## config.mk

```make
export PLATFORM = sky130hd
export DESIGN_NAME = tx_unit
export DESIGN_NICKNAME = d
export VERILOG_FILES = /design/src/rtl/tx_unit_pkg.sv /design/src/rtl/tx_unit.sv
export SDC_FILE = /design/constraint.sdc
export NUM_CORES = 1
export LEC_CHECK = 0
export BUFFER_PORTS_ARGS = -buffer_cell sky130_fd_sc_hd__buf_2
export CAP_MARGIN = 0
export CORE_AREA = 2 2 53 55
export CTS_CLUSTER_DIAMETER = 120
export CTS_CLUSTER_SIZE = 40
export DETAILED_ROUTE_END_ITERATION = 12
export DIE_AREA = 0 0 55 57
export SLEW_MARGIN = 25
export SYNTH_ARGS = -nofsm -noshare
export SYNTH_HDL_FRONTEND = slang
export SYNTH_SLANG_ARGS = --single-unit
```

## constraint.sdc

```tcl
create_clock -name clk -period 3.8 [get_ports clk]
set_input_delay 0.19 -clock clk [delete_from_list [all_inputs] [get_ports clk]]
set_output_delay 0.19 -clock clk [all_outputs]
set_load 0.01 [all_outputs]
```

## src/rtl/tx_unit_pkg.sv

```systemverilog
// Shared UART header: tx state encodings, default bit-rate divider and
// receiver constants.
// Build option: define UART_TX_PARITY_EN to add an even-parity bit.
package tx_unit_pkg;

    typedef enum logic [2:0] {
        IDLE     = 3'd0,
        START    = 3'd1,
        BIT_SEND = 3'd2,
        PARITY   = 3'd3,
        STOP     = 3'd4
    } tx_state_t;

    localparam int DIV_DEFAULT   = 8;
    localparam int RX_OVERSAMPLE = 8;
    localparam int RX_DATA_BITS  = 8;

`ifdef UART_TX_PARITY_EN
    localparam bit TX_PARITY_EN = 1'b1;
`else
    localparam bit TX_PARITY_EN = 1'b0;
`endif

endpackage

```

## src/rtl/tx_unit.sv

```systemverilog
// MiniUART transmit unit: 8N1 (or 8E1 with UART_TX_PARITY_EN), LSB first,
// one or two stop bits, timed by the receiver's oversample enable tick.
//
// state    | meaning
// IDLE     | txd high, ts=1, waiting for load
// START    | driving the start bit (0)
// BIT_SEND | driving shift[0], 8 data bits
// PARITY   | driving even parity (UART_TX_PARITY_EN only)
// STOP     | driving stop bit(s) (1), STOP_BITS x DIV ticks
module tx_unit
    import tx_unit_pkg::*;
#(
    parameter int DIV       = DIV_DEFAULT,
    parameter int STOP_BITS = 1
) (
    input  logic       clk,
    input  logic       rst,
    input  logic       en_tx,
    input  logic [7:0] d_in,
    input  logic       load,
    output logic       txd,
    output logic       ts
);

    localparam int              TW        = (DIV > 1) ? $clog2(DIV) : 1;
    localparam logic [TW-1:0]   TICK_LAST = TW'(DIV - 1);
    localparam logic [2:0]      STOP_LAST = 3'(STOP_BITS - 1);

    tx_state_t     state;
    logic [TW-1:0] tick_cnt;
    logic [2:0]    bit_cnt;
    logic [7:0]    shift;
    logic          cur_bit;
    logic          bit_end;
`ifdef UART_TX_PARITY_EN
    logic          par;
`endif

    assign bit_end = (tick_cnt == TICK_LAST);

    // Line level belonging to the current state, latched into txd at bit start
    always_comb begin
        cur_bit = 1'b1;
        case (state)
            START:    cur_bit = 1'b0;
            BIT_SEND: cur_bit = shift[0];
`ifdef UART_TX_PARITY_EN
            PARITY:   cur_bit = par;
`endif
            default:  cur_bit = 1'b1;
        endcase
    end

    // Frame sequencer: load accepted in IDLE on any clock, everything else
    // advances only on en_tx ticks
    always_ff @(posedge clk or posedge rst) begin
        if (rst) begin
            state    <= IDLE;
            txd      <= 1'b1;
            ts       <= 1'b1;
            shift    <= '0;
            tick_cnt <= '0;
            bit_cnt  <= '0;
`ifdef UART_TX_PARITY_EN
            par      <= 1'b0;
`endif
        end else if (state == IDLE) begin
            if (load) begin
                shift    <= d_in;
                state    <= START;
                tick_cnt <= '0;
                bit_cnt  <= 3'd7;
                ts       <= 1'b0;
`ifdef UART_TX_PARITY_EN
                par      <= ^d_in;
`endif
            end
        end else if (en_tx) begin
            tick_cnt <= tick_cnt + TW'(1);
            if (tick_cnt == '0)
                txd <= cur_bit;
            if (bit_end) begin
                case (state)
                    START: state <= BIT_SEND;
                    BIT_SEND: begin
                        shift   <= {1'b0, shift[7:1]};
                        bit_cnt <= bit_cnt - 3'd1;
                        if (bit_cnt == 3'd0) begin
`ifdef UART_TX_PARITY_EN
                            state   <= PARITY;
`else
                            state   <= STOP;
`endif
                            bit_cnt <= STOP_LAST;
                        end
                    end
`ifdef UART_TX_PARITY_EN
                    PARITY: begin
                        state   <= STOP;
                        bit_cnt <= STOP_LAST;
                    end
`endif
                    STOP: begin
                        if (bit_cnt == 3'd0) begin
                            state <= IDLE;
                            ts    <= 1'b1;
                        end else begin
                            bit_cnt <= bit_cnt - 3'd1;
                        end
                    end
                    default: state <= IDLE;
                endcase
            end
        end
    end

endmodule

```

After elaboration in Yosys (flattened, before gate mapping):

Cells that the tools add are included.

* bits of input ports: 12
* word-level logic and storage cells: 61
* register bits: 19
* output and inout bits: 2

* equal/unequal tests: 8
* mux-type cells: 29
* add/subtract/negate cells: 2
* reduce and logical (&&, ||, !) cells: 15
* bitwise operators: 1

Operators with widths (number)
* $mux 3: 15
* $mux 8: 5
* $reduce_and 5->1: 3
* $reduce_bool 2->1: 5
* $logic_not 3->1: 3
* $ne 3x3->1 const B: 3
* $pmux 3 s3: 1
* $eq 3x3->1 const B: 2
* $mux 1: 6
* $pmux 3 s2: 1
* $reduce_and 4->1: 1
* $add 3x1->3 const B: 1
* $eq 3x1->1 const B: 1
* $eq 3x2->1 const B: 1
* $reduce_and 3->1: 1
* $reduce_bool 3->1: 1
* $sub 3x1->3 const B: 1
* $ne 2x2->1 const B: 1
* $pmux 1 s2: 1
* $reduce_and 2->1: 1
* $not 1->1: 1

Logic depth before layout (Yosys ltp):

Gate-level depths: netlist of run 1.

* depth after elaboration: 6
* depth in mapped cells: 7
* mapped depth without buffers: 6

Worst setup path after synthesis of run 1:

OpenSTA, ideal clock, no wires.

* kind: register -> register
* start: reg bit_cnt[0]
* end: reg bit_cnt[0]
* arrival time: 1.364 ns
* path buffers: 1
* period minus slack after synthesis: 1.485 ns
* path slack: 2.315 ns
* library setup time: 0.121 ns
* required time: 3.679 ns
* cell stages (with the launch flop): 8
* path through: dfrtp_1 > inv_1 > ha_1 > nor2b_1 > clkbuf_1 > o21ai_0 > nand2_2 > a22o_1

* cells in the longest elaborated chain, start to end: 6
* elaborated cells on any way between the ends: 10
* those cells by class: add/sub: 1; eq/ne: 1; mux: 6; reduce/logical: 2

Ends and longest elaborated chain
* start: declaration: line tx_unit.sv:31 `logic [2:0] bit_cnt;`
* start signal: assignment: line tx_unit.sv:87 `bit_cnt <= bit_cnt - 3'd1;`
* start signal: assignment: line tx_unit.sv:108 `bit_cnt <= bit_cnt - 3'd1;`
* $sub 3x1->3 or $logic_not 3->1 (tied branches)
* $mux 3 (on tied branches): line tx_unit.sv:104, tx_unit.sv:88
* $pmux 3 s2: line tx_unit.sv:83 `case (state)`
* $mux 3: line tx_unit.sv:82 `if (bit_end) begin`
* $mux 3: line tx_unit.sv:78 `end else if (en_tx) begin`
* $mux 3: line tx_unit.sv:67 `end else if (state == IDLE) begin`

Parallel ways exist; a longest one is shown, timed or not. The select of a mux whose other input is x is not followed.
A chain may end at the register's enable or synchronous reset.

Worst setup path in the final report of run 1:

* start: reg tick_cnt[0]
* end: reg shift[7]

* cells in the longest elaborated chain, start to end: 3

Ends and longest elaborated chain
* start: declaration: line tx_unit.sv:30 `logic [TW-1:0] tick_cnt;`
* start signal: assignment: line tx_unit.sv:79 `tick_cnt <= tick_cnt + TW'(1);`
* $eq 3x3->1: line tx_unit.sv:39 `assign bit_end = (tick_cnt == TICK_LAST);`
* $reduce_bool 2->1 (no source line)
* $reduce_and 4->1 (no source line)
* end signal: assignment: line tx_unit.sv:69 `shift <= d_in;`
* end signal: assignment: line tx_unit.sv:86 `shift <= {1'b0, shift[7:1]};`
* end: declaration: line tx_unit.sv:32 `logic [7:0] shift;`

No other way between the ends.

==> results.md, run 1 <==
* Core box area at ~2600 um^2
* Deepest clock path buffer count at 2
* Die area at between 3000 and 4000 um^2
* F_max at 577 MHz
* Drc violations at 0
* Final Hold Fails at 0
* Die width at 55 um
* Max Cap Viol at 0
* Flop pwr share at 0.491
* Crit path required time at around 4.0 ns
* Cts hold-fix bufs at 0
* Share of cells above drive strength 1 at 0.185
* Post-DP HPWL at 1500 um
* Power Total at 0.000727 W
* Status: completed
* Top Ports at 14
* Hold Crit Class: input pin to async pin
* DP Cell Count at 151
* CTS clk-pin slew, worst paths at 0.11 ns
* Most frequent cells in the layout: 17 x dfrtp_1, 14 x nor2_1, 13 x buf_2, 10 x a21oi_1
* Clock Skew at roughly 0.0066 ns
* PortBufs at 13
* Grt ovf at 0
* Most common cell after layout, fill and taps aside: dfrtp_1
* Initial antenna violation count at 0
* Starting Density at 0.408
* Startpoint Class: flop
* Tmin final at 1.73 ns
* Die height at between 50 and 60 um
* Critical Path End Type: flop
* Clock root cell: clkbuf_4
* VDD IR-drop max at 308 uV
* Setup TNS at 0 ns
* RSZ-0062 raised after global routing: no
* Via/cell ratio at 5.28
* Seq/Total Area, Yosys at 0.448
* CTS tree: yes
* Internal Pwr Total at 0.000458 W
* Antenna diodes at 0
* Most frequent cell on the critical path: ha_1
* P&R area growth vs syn at 8.79%
* Antenna Nets Post-Route at 0
* GR Util All Layers at 0.152
* WL final at 2010 um
* Max_slew headroom at 0.506
* Post-route insts no fill at 155
* Switching pwr at about 0.00027 W
* Post-route cell area at 1160 um^2
* Post-Place Cell Area at 1130 um^2
* Fin nets at 142
* Starting DRT DRC Count at 18
* Clock Latency Late Sink at a little under 0.3 ns
* Post-CTS resize count at 0
* Avg WL per Cell at around 13 um
* CP max FO at 16
* CTS H-tree lvls at 1
* Synth Area per Inst at 9.44 um^2
* Leak Pwr at 0.513 nW
* Arrival time of the worst setup path at roughly 2.0 ns
* Gpl congestion at around 0.8
* Drt pass-1 iters at 4
* Postcts setup bufs at 0
* Crit path cell chain: ha_1 -> ha_1 -> nand3_1 -> a21boi_2 -> nand3b_1 -> o21ai_0
* Vias in the first global route at 778
* Clock power frac at 0.139
* First-pass GRT wire length at 3440 um
* Num Clock Sinks at 19
* Routed via count at between 800 and 900
* Switching Share at 0.371
* Number of core rows at 19
* Endpoints failing setup at 0
* Critical path's slowest cell: a21boi_2
* Mapped Area at 1070 um^2
* Final slew viol count at 0
* Netlist cell types at 35
* Final design utilization at 0.444
* Largest net degree at the start of global routing at 20
* Worst slew pin tran at 0.740 ns
* Seq cells post-synth at 19
* TritonCTS Buffers at 3
* Synthesized net count at 130
* Comb power frac at 0.370
* Ys Warns at 0
* Final worst-path cycle share at 0.456
* Mapped Cells at 113
* P per Cell Area at 627 nW/um^2
* CP max stage delay at 0.55 ns
* Kind of critical path: flop to flop
cells by family after synthesis:
family	Yosys count	synth area share
simple gates	35	0.159
flops	19	0.448
buf+inv	15	0.0692
compound gates	30	0.179
fa+ha+maj	5	0.0586
mux	9	0.0856
power by group through the flow:
stage / Clock, W / Sequential, W / Combinational [W]
after global placement: 0 / 0.000354 / 0.000263
final: 0.000101 / 0.000357 / 0.000269
after floorplan: 0 / 0.000322 / 0.000255
after global routing: 0.000120 / 0.000370 / 0.000313
after CTS: 0.000106 / 0.000355 / 0.000273
after detailed placement: 0 / 0.000359 / 0.000273
layout make-up:
type	count	area, um^2
Fill cell	274	1450
Multi-Input combinational cell	79	515
Sequential cell	19	478
Timing Repair Buffer	14	72.6
Tap cell	31	38.8
Inverter	8	30.0
Clock buffer	4	26.3
metal layers:
metal,GRT usage,wire (um)
met4,0.0836,36
met3,0.0314,65
met2,0.223,1010
met5,0,0
met1,0.206,898
through the flow:
stage / hold WS [ns] / worst slack [ns]
global placement: 0.348 / 2.11
global route: 0.0433 / 1.85
floorplan: 0.140 / 2.31
CTS: 0.0188 / 2.04
finish: 0.00162 / 2.07
detailed placement: 0.350 / 2.06
cell usage after synthesis:
cell       n  share of area
a21boi_2   1          0.011
a21oi_1   10          0.047
a21oi_2    1         0.0082
a22o_1     4          0.033
a22oi_1    1         0.0070
a31oi_1    3          0.018
a41oi_1    1         0.0082
and2_1     1         0.0059
and3_1     1         0.0059
buf_2      2         0.0094
buf_4      2          0.014
buf_6      1          0.011
clkbuf_1   2         0.0070
dfrtp_1   17           0.40
dfstp_2    2          0.049
ha_1       5          0.059
inv_1      8          0.028
mux2_2     1          0.011
mux2i_1    8          0.075
nand2_1    6          0.021
nand2_2    1         0.0059
nand2b_1   1         0.0059
nand3_1    1         0.0047
nand3b_1   1         0.0070
nand4_1    1         0.0059
nor2_1    14          0.049
nor2b_1    3          0.018
nor3_1     2         0.0094
nor3b_1    1         0.0070
o211ai_1   1         0.0070
o21a_1     1         0.0070
o21ai_0    6          0.028
o22ai_1    1         0.0059
or3_1      1         0.0059
or3b_1     1         0.0082
worst max-delay path: cells and delay by family (launching register included):
kind / cells / cell delay [ns]
AO/OA/AOI/OAI: 2 / 0.65
adder cells (fa/ha/maj): 2 / 0.37
flip-flops: 1 / 0.39
AND/OR/NAND/NOR: 2 / 0.25
state kept, by name, summed over array words and instances (netlist names):
name      count
ts            1
tick_cnt      3
state         3
shift         8
txd           1
bit_cnt       3
final timing paths:
check | start | to | slack [ns] | cells past startpoint
min in group clk | d_in[7] | shift[7] | 0.15 | 3
max reg2reg | tick_cnt[0] | shift[7] | 2.07 | 6
max in group asynchronous | rst | state[0] | 3.33 | 2
max | tick_cnt[0] | shift[7] | 2.07 | 6
min | rst | shift[3] | 0.002 | 2
min reg2reg | ts | ts | 0.54 | 2
Note: power is estimated with default switching activity, not from simulation.
==> inputs of run 2 (changes only) <==
ABC_AREA = 1   (was unset)
CORE_AREA = 2 2 40 78   (was 2 2 53 55)
DIE_AREA = 0 0 42 80   (was 0 0 55 57)
clock period = 1.6 ns   (was 3.8 ns; I/O delays follow)
==> run 2 against run 1 <==
Net effect:
- area after synthesis up 9.5%
- maximum frequency up 18%
- sequential power up 130%
- critical endpoint is now shift[6]
- largest power group is now combinational logic
==> results.md, run 2 <==
* Status: completed
* Clock Skew at 0.000546 ns (-0.00605 ns)
* Post-CTS resize count at 0 (unchanged)
* Synth top area cells: dfrtp_1 36%, nand2_1 23%, nand3_1 6.9%
* CTS clk-pin slew, worst paths at 0.07 ns (-0.04 ns)
* Deepest clock path buffer count at 2 (unchanged)
* Die height at 80 um (+40%)
* Ys Warns at 0 (unchanged)
* Fin nets at 197 (+39%)
* Antenna diodes at 0 (unchanged)
* Post-route insts no fill at 208 (+34%)
* Top Ports at 14 (unchanged)
* CTS tree: yes
* F_max at 683 MHz (+18%)
* Drc violations at 0 (unchanged)
* Seq/Total Area, Yosys at 0.409 (-0.0388)
* Register bank with the most flops: shift
* Core box area at 2740 um^2 (+4.6%)
* Leak Pwr at 0.782 nW (+52%)
* Clock Latency Late Sink at 0.26 ns (-0.03 ns)
* CP max FO at 15 (-1)
* CP max stage delay at 0.44 ns (-0.11 ns)
* Hold Crit Class: input pin to flop
* Netlist cell types at 21 (-40%)
* Final slew viol count at 0 (unchanged)
* Worst slew pin tran at 0.727 ns (-0.0133 ns)
* Share of cells above drive strength 1 at 0.173 (-0.0123)
* Initial antenna violation count at 0 (unchanged)
* Post-synth EDFFs at 0 (unchanged)
* Crit path cell chain: nor2_4 -> nand2_4 -> nand2_4 -> inv_2 -> nor2_8 -> nand2_4 -> nand2_1 -> nand2_1
* PortBufs at 13 (unchanged)
* Avg WL per Cell at 11.8 um (-8.5%)
* Critical path's slowest cell: dfrtp_1
* Endpoints failing setup at 0 (unchanged)
* Synth area leader: dfrtp_1
* WL final at 2460 um (+23%)
* Seq cells post-synth at 19 (unchanged)
* Synth Area per Inst at 7.30 um^2 (-23%)
* Max Cap Viol at 0 (unchanged)
* P per Cell Area at 1930 nW/um^2 (+210%)
* VDD IR-drop max at 1150 uV (+270%)
* Largest net degree at the start of global routing at 20 (unchanged)
* Most frequent cells in the layout: 71 x nand2_1, 17 x dfrtp_1, 16 x inv_1, 16 x nand3_1, 13 x buf_2
* Startpoint Class: flop
* Drt pass-1 iters at 4 (unchanged)
* Postcts setup bufs at 0 (unchanged)
* Max_slew headroom at 0.515 (+0.00884)
* Predominant post-synthesis flop cell: dfrtp_1
* Buf+Inv Stages, Crit Path at 1 (+1)
* Starting Density at 0.427 (+0.0189)
* Number of core rows at 27 (+8)
* Setup TNS at 0 ns (unchanged)
* Most common cell in the netlist: nand2_1
* Final Hold Fails at 0 (unchanged)
* Max FFs per register at 8 (unchanged)
* Final design utilization at 0.486 (+0.0420)
* Antenna Nets Post-Route at 0 (unchanged)
* TritonCTS Buffers at 3 (unchanged)
* Mapped Cells at 160 (+42%)
* Final worst-path cycle share at 0.915 (+0.459)
* CTS H-tree lvls at 1 (unchanged)
* Clock root cell: clkbuf_8
* Grt ovf at 0 (unchanged)
* Most common cell after layout, fill and taps aside: nand2_1
* Asr flop ratio synth at 1.00 (unchanged)
* Arrival time of the worst setup path at 1.61 ns (-0.35 ns)
* Starting DRT DRC Count at 30 (+12)
* Mapped Area at 1170 um^2 (+9.5%)
* Post-synth top cells: 71 x nand2_1, 17 x dfrtp_1, 16 x inv_1, 16 x nand3_1, 7 x nor2_1
* Post-DP HPWL at 1950 um (+30%)
* RSZ-0062 raised after global routing: no
* Vias in the first global route at 1,015 (+30%)
* DP Cell Count at 203 (+34%)
* Num Clock Sinks at 19 (unchanged)
* Gpl congestion at 0.804 (+2.2%)
* P&R area growth vs syn at 13.8%
* Family with the most delay on the worst path: simple AND/OR/NAND/NOR gates
* Synthesized net count at 177 (+36%)
* First-pass GRT wire length at 4360 um (+27%)
* Most frequent cell on the critical path: nand2_4
* Yosys top cell area share at 0.364 (-0.0346)
* Kind of critical path: flop to flop
* Die width at 42 um (-24%)
* Crit path required time at 1.75 ns (-2.27 ns)
* Tmin final at 1.46 ns (-0.268 ns)
* GR Util All Layers at 0.168 (+0.0162)
* Critical Path End Type: flop
* Die area at 3360 um^2 (+7.2%)
* Via/cell ratio at 5.03 (-4.6%)
* Routed via count at 1,047 (+28%)
run 2: changes by cell type after synthesis, moves of 7 or more:
cell     before  now
nand2_1       6   71
inv_1         8   16
nand3_1       1   16
a21oi_1      10    3
nor2_1       14    7
mux2i_1       8    0
run 2: layout make-up:
cell class | instances | area (um^2)
clock buffers | 4 | 45.0
inverters | 18 | 67.6
fillers | 264 | 1410
repair buffers | 18 | 105
multi-input cells | 120 | 598
flip-flops and latches | 19 | 478
well taps | 29 | 36.3
run 2: cell families (layout without fill, tap and decap cells):
| group | count (synthesis) | count (layout) | share of synthesized area |
|---|---|---|---|
| AO/OA/AOI/OAI | 7 | 7 | 0.0300 |
| adder cells (fa/ha/maj) | 5 | 5 | 0.0535 |
| flip-flops | 19 | 19 | 0.409 |
| AND/OR/NAND/NOR | 107 | 107 | 0.421 |
| buffers and inverters | 21 | 40 | 0.0792 |
| XOR/XNOR | 1 | 1 | 0.00750 |
run 2: repair_timing:
action | CTS | global route
hold buffers | 1 | 0
setup endpoints to repair | 0 | 0
hold endpoints to repair | 17 | 0
run 2: path summary, 6_finish.rpt:
kind	start	to	slack, ns	cells past startpoint
hold / removal	d_in[3]	shift[3]	0.16	5
min in group asynchronous	rst	tick_cnt[1]	0.48	3
hold reg to reg	ts	ts	0.47	2
setup reg to reg	state[1]	shift[6]	0.14	8
max in group asynchronous	rst	bit_cnt[2]	0.66	3
setup / recovery	state[1]	shift[6]	0.14	8
run 2: metal layers:
layer	wire [um]	part of all wire	up-vias	GRT usage
li1	-	-	532	-
met1	993	0.40	482	0.195
met2	1320	0.53	25	0.286
met3	86	0.035	8	0.0249
met4	68	0.028	0	0.0968
met5	0	0	-	0
run 2: power by group:
group | total, W | leakage (nW) | internal, W | switching, W
combinational | 0.00141 | 0.524 | 0.000498 | 0.000910
clock | 0.000334 | 0.0228 | 0.000177 | 0.000157
sequential | 0.000828 | 0.235 | 0.000699 | 0.000129
run 2: per-stage QoR:
step                total power (W)  area (um^2)  hold WS, ns  setup slack, ns
finish                      0.00257         1330        0.162            0.136
CTS                         0.00261         1330        0.160            0.117
floorplan                   0.00192         1170       0.0296            0.327
detailed placement          0.00226         1270        0.238            0.131
global placement            0.00222         1270        0.222            0.143
global route                0.00285         1330        0.186          0.00621
run 2: worst register-to-register path: stages (launching register included):
cell and delay (ns):
dfrtp_1 0.44, nor2_4 0.19, nand2_4 0.15, nand2_4 0.13, inv_2 0.07, nor2_8 0.15
nand2_4 0.10, nand2_1 0.07, nand2_1 0.05
==> inputs of run 3 (changes only) <==
BUFFER_PORTS_ARGS = -buffer_cell sky130_fd_sc_hd__buf_4   (was -buffer_cell sky130_fd_sc_hd__buf_2)
REMOVE_ABC_BUFFERS = 1   (was unset)
==> run 3 against run 2 <==
Net effect:
- sequential cell count unchanged
- first-iteration DRC count decreased by 23%
- clock-buffer cell count unchanged
- sequential share of layout area decreased by 0.99 points
- hold slack got worse by 0.028 ns
- design area increased by 3.1%
- setup slack got worse by 0.0080 ns
- clock skew increased by 0.00094 ns
- utilization increased by 1.5 points
- via count decreased by 1.6%
- combinational power about the same
- critical endpoint is now shift[7]
==> results.md, run 3 (same netlist as run 2, synthesis figures left out) <==
* Max_slew headroom at 0.836 (+0.321)
* Core box area at 2740 um^2 (unchanged)
* Post-DP HPWL at 1890 um (-2.9%)
* Deepest clock path buffer count at 2 (unchanged)
* Worst slew pin tran at 0.245 ns (-0.483 ns)
* Die area at 3360 um^2 (unchanged)
* F_max at 679 MHz (-0.54%)
* Routed met1 length at 1030 um (+3.5%)
* Gpl congestion at 0.842 (+4.8%)
* Largest net degree at the start of global routing at 20 (unchanged)
* Fin nets at 198 (+0.51%)
* Die height at 80 um (unchanged)
* Startpoint Class: flop
* Avg WL per Cell at 11.8 um (-0.72%)
* Antenna diodes at 0 (unchanged)
* Most frequent cells in the layout: 71 x nand2_1, 18 x buf_4, 16 x inv_1, 16 x nand3_1, 16 x dfrtp_1
* DP Cell Count at 204 (+0.49%)
* Starting DRT DRC Count at 23 (-23%)
* Kind of critical path: flop to flop
* Max FFs per register at 8 (unchanged)
* Most common cell after layout, fill and taps aside: nand2_1
* TritonCTS Buffers at 3 (unchanged)
* Register bank with the most flops: shift
* Final slew viol count at 0 (unchanged)
* Clock Latency Late Sink at 0.26 ns (about the same)
* Pre-CTS WS at 0.108 ns (-0.0233 ns)
* Met2 WL at 1320 um (+0.46%)
* CTS H-tree lvls at 1 (unchanged)
* Filler Cell Count at 282 (+6.8%)
* Tmin final at 1.47 ns (+0.00801 ns)
* Critical Path End Type: flop
* Hold slack at 0.134 ns (-0.0282 ns)
* Final Hold Fails at 0 (unchanged)
* Max Cap Viol at 0 (unchanged)
* RSZ-0062 raised after global routing: no
* Die width at 42 um (unchanged)
* Top Ports at 14 (unchanged)
* P&R area growth vs syn at 17.3%
* Crit path required time at 1.76 ns (about the same)
* Post-route insts no fill at 209 (+0.48%)
* Arrival time of the worst setup path at 1.63 ns (+0.02 ns)
* Initial antenna violation count at 0 (unchanged)
* Drt pass-1 iters at 4 (unchanged)
* GR Util All Layers at 0.173 (+0.00536)
* Vias in the first global route at 966 (-4.8%)
* P per Cell Area at 1890 nW/um^2 (-2.1%)
* Met3 WL post-DR at 38 um (-56%)
* Number of core rows at 27 (unchanged)
* First-pass GRT wire length at 4370 um (+0.16%)
* Starting Density at 0.427 (unchanged)
* Antenna Nets Post-Route at 0 (unchanged)
* Final worst-path cycle share at 0.920 (+0.00501)
* Postcts setup bufs at 0 (unchanged)
* Status: completed
* Clock root cell: clkbuf_8
* Routed via count at 1,030 (-1.6%)
* Endpoints failing setup at 0 (unchanged)
* CTS clk-pin slew, worst paths at 0.07 ns (about the same)
* CP max FO at 15 (unchanged)
* WL final at 2460 um (-0.24%)
* Share of cells above drive strength 1 at 0.183 (+0.0101)
* Leak Pwr at 0.795 nW (+1.7%)
* CTS tree: yes
* Num Clock Sinks at 19 (unchanged)
* PortBufs at 13 (unchanged)
* Clock Skew at 0.00148 ns (+0.000936 ns)
* Hold Crit Class: input pin to flop
* Final worst setup slack at 0.128 ns (-0.00801 ns)
* DR top layer: met4
* Grt ovf at 0 (unchanged)
* Via/cell ratio at 4.93 (-2.1%)
* VDD IR-drop max at 965 uV (-16%)
* Drc violations at 0 (unchanged)
* Setup TNS at 0 ns (unchanged)
## run 3: path summary, 6_finish.rpt
| kind | start | slack (ns) | endpoint | cells past startpoint |
|---|---|---|---|---|
| max in group asynchronous | rst | 0.95 | ts | 4 |
| min reg2reg | ts | 0.46 | ts | 2 |
| max | state[1] | 0.13 | shift[7] | 8 |
| min | d_in[1] | 0.13 | shift[1] | 5 |
| min in group asynchronous | rst | 0.39 | tick_cnt[2] | 4 |
| max reg2reg | state[1] | 0.13 | shift[7] | 8 |
## run 3: where the power goes
group | internal [W] | switching (W) | total, W
combinational | 0.000510 | 0.000900 | 0.00141
sequential | 0.000701 | 0.000136 | 0.000837
clock | 0.000178 | 0.000169 | 0.000346
## run 3: metrics by stage
stage          utilization  total power (W)  instance area, um^2
2_1_floorplan            -          0.00186                 1140
3_3_place_gp         0.481          0.00224                 1320
3_5_place_dp         0.481          0.00227                 1320
4_1_cts              0.501          0.00262                 1370
5_1_grt              0.501          0.00288                 1370
6_report             0.501          0.00259                 1370
## run 3: worst max-delay path: stages (launching register included)
cell and delay (ns):
dfrtp_2 0.45, nor2_4 0.18, nand2_4 0.15, nand2_4 0.13, inv_2 0.07, nor2_8 0.15, nand2_4 0.10, nand2_1 0.07
nand2_1 0.05
## run 3: layout make-up
class,count,area (um^2),share of cell area
clock buffers,4,45.0,0.0328
inverters,18,67.6,0.0493
multi-input cells,120,598,0.436
flip-flops and latches,19,479,0.349
well taps,29,36.3,0.0265
repair buffers,19,145,0.106
## run 3: repair_timing
item | CTS | global route
endpoints found under the setup margin | 0 | 1
gates resized for setup | 0 | 1
endpoints found under the hold margin | 17 | 0
hold buffers | 1 | 0
## run 3: per-layer routing
| layer | GRT usage | vias to the layer above |
|---|---|---|
| met5 | 0 | - |
| li1 | - | 536 |
| met2 | 0.311 | 13 |
| met1 | 0.192 | 476 |
| met4 | 0.0968 | 0 |
| met3 | 0.0204 | 5 |
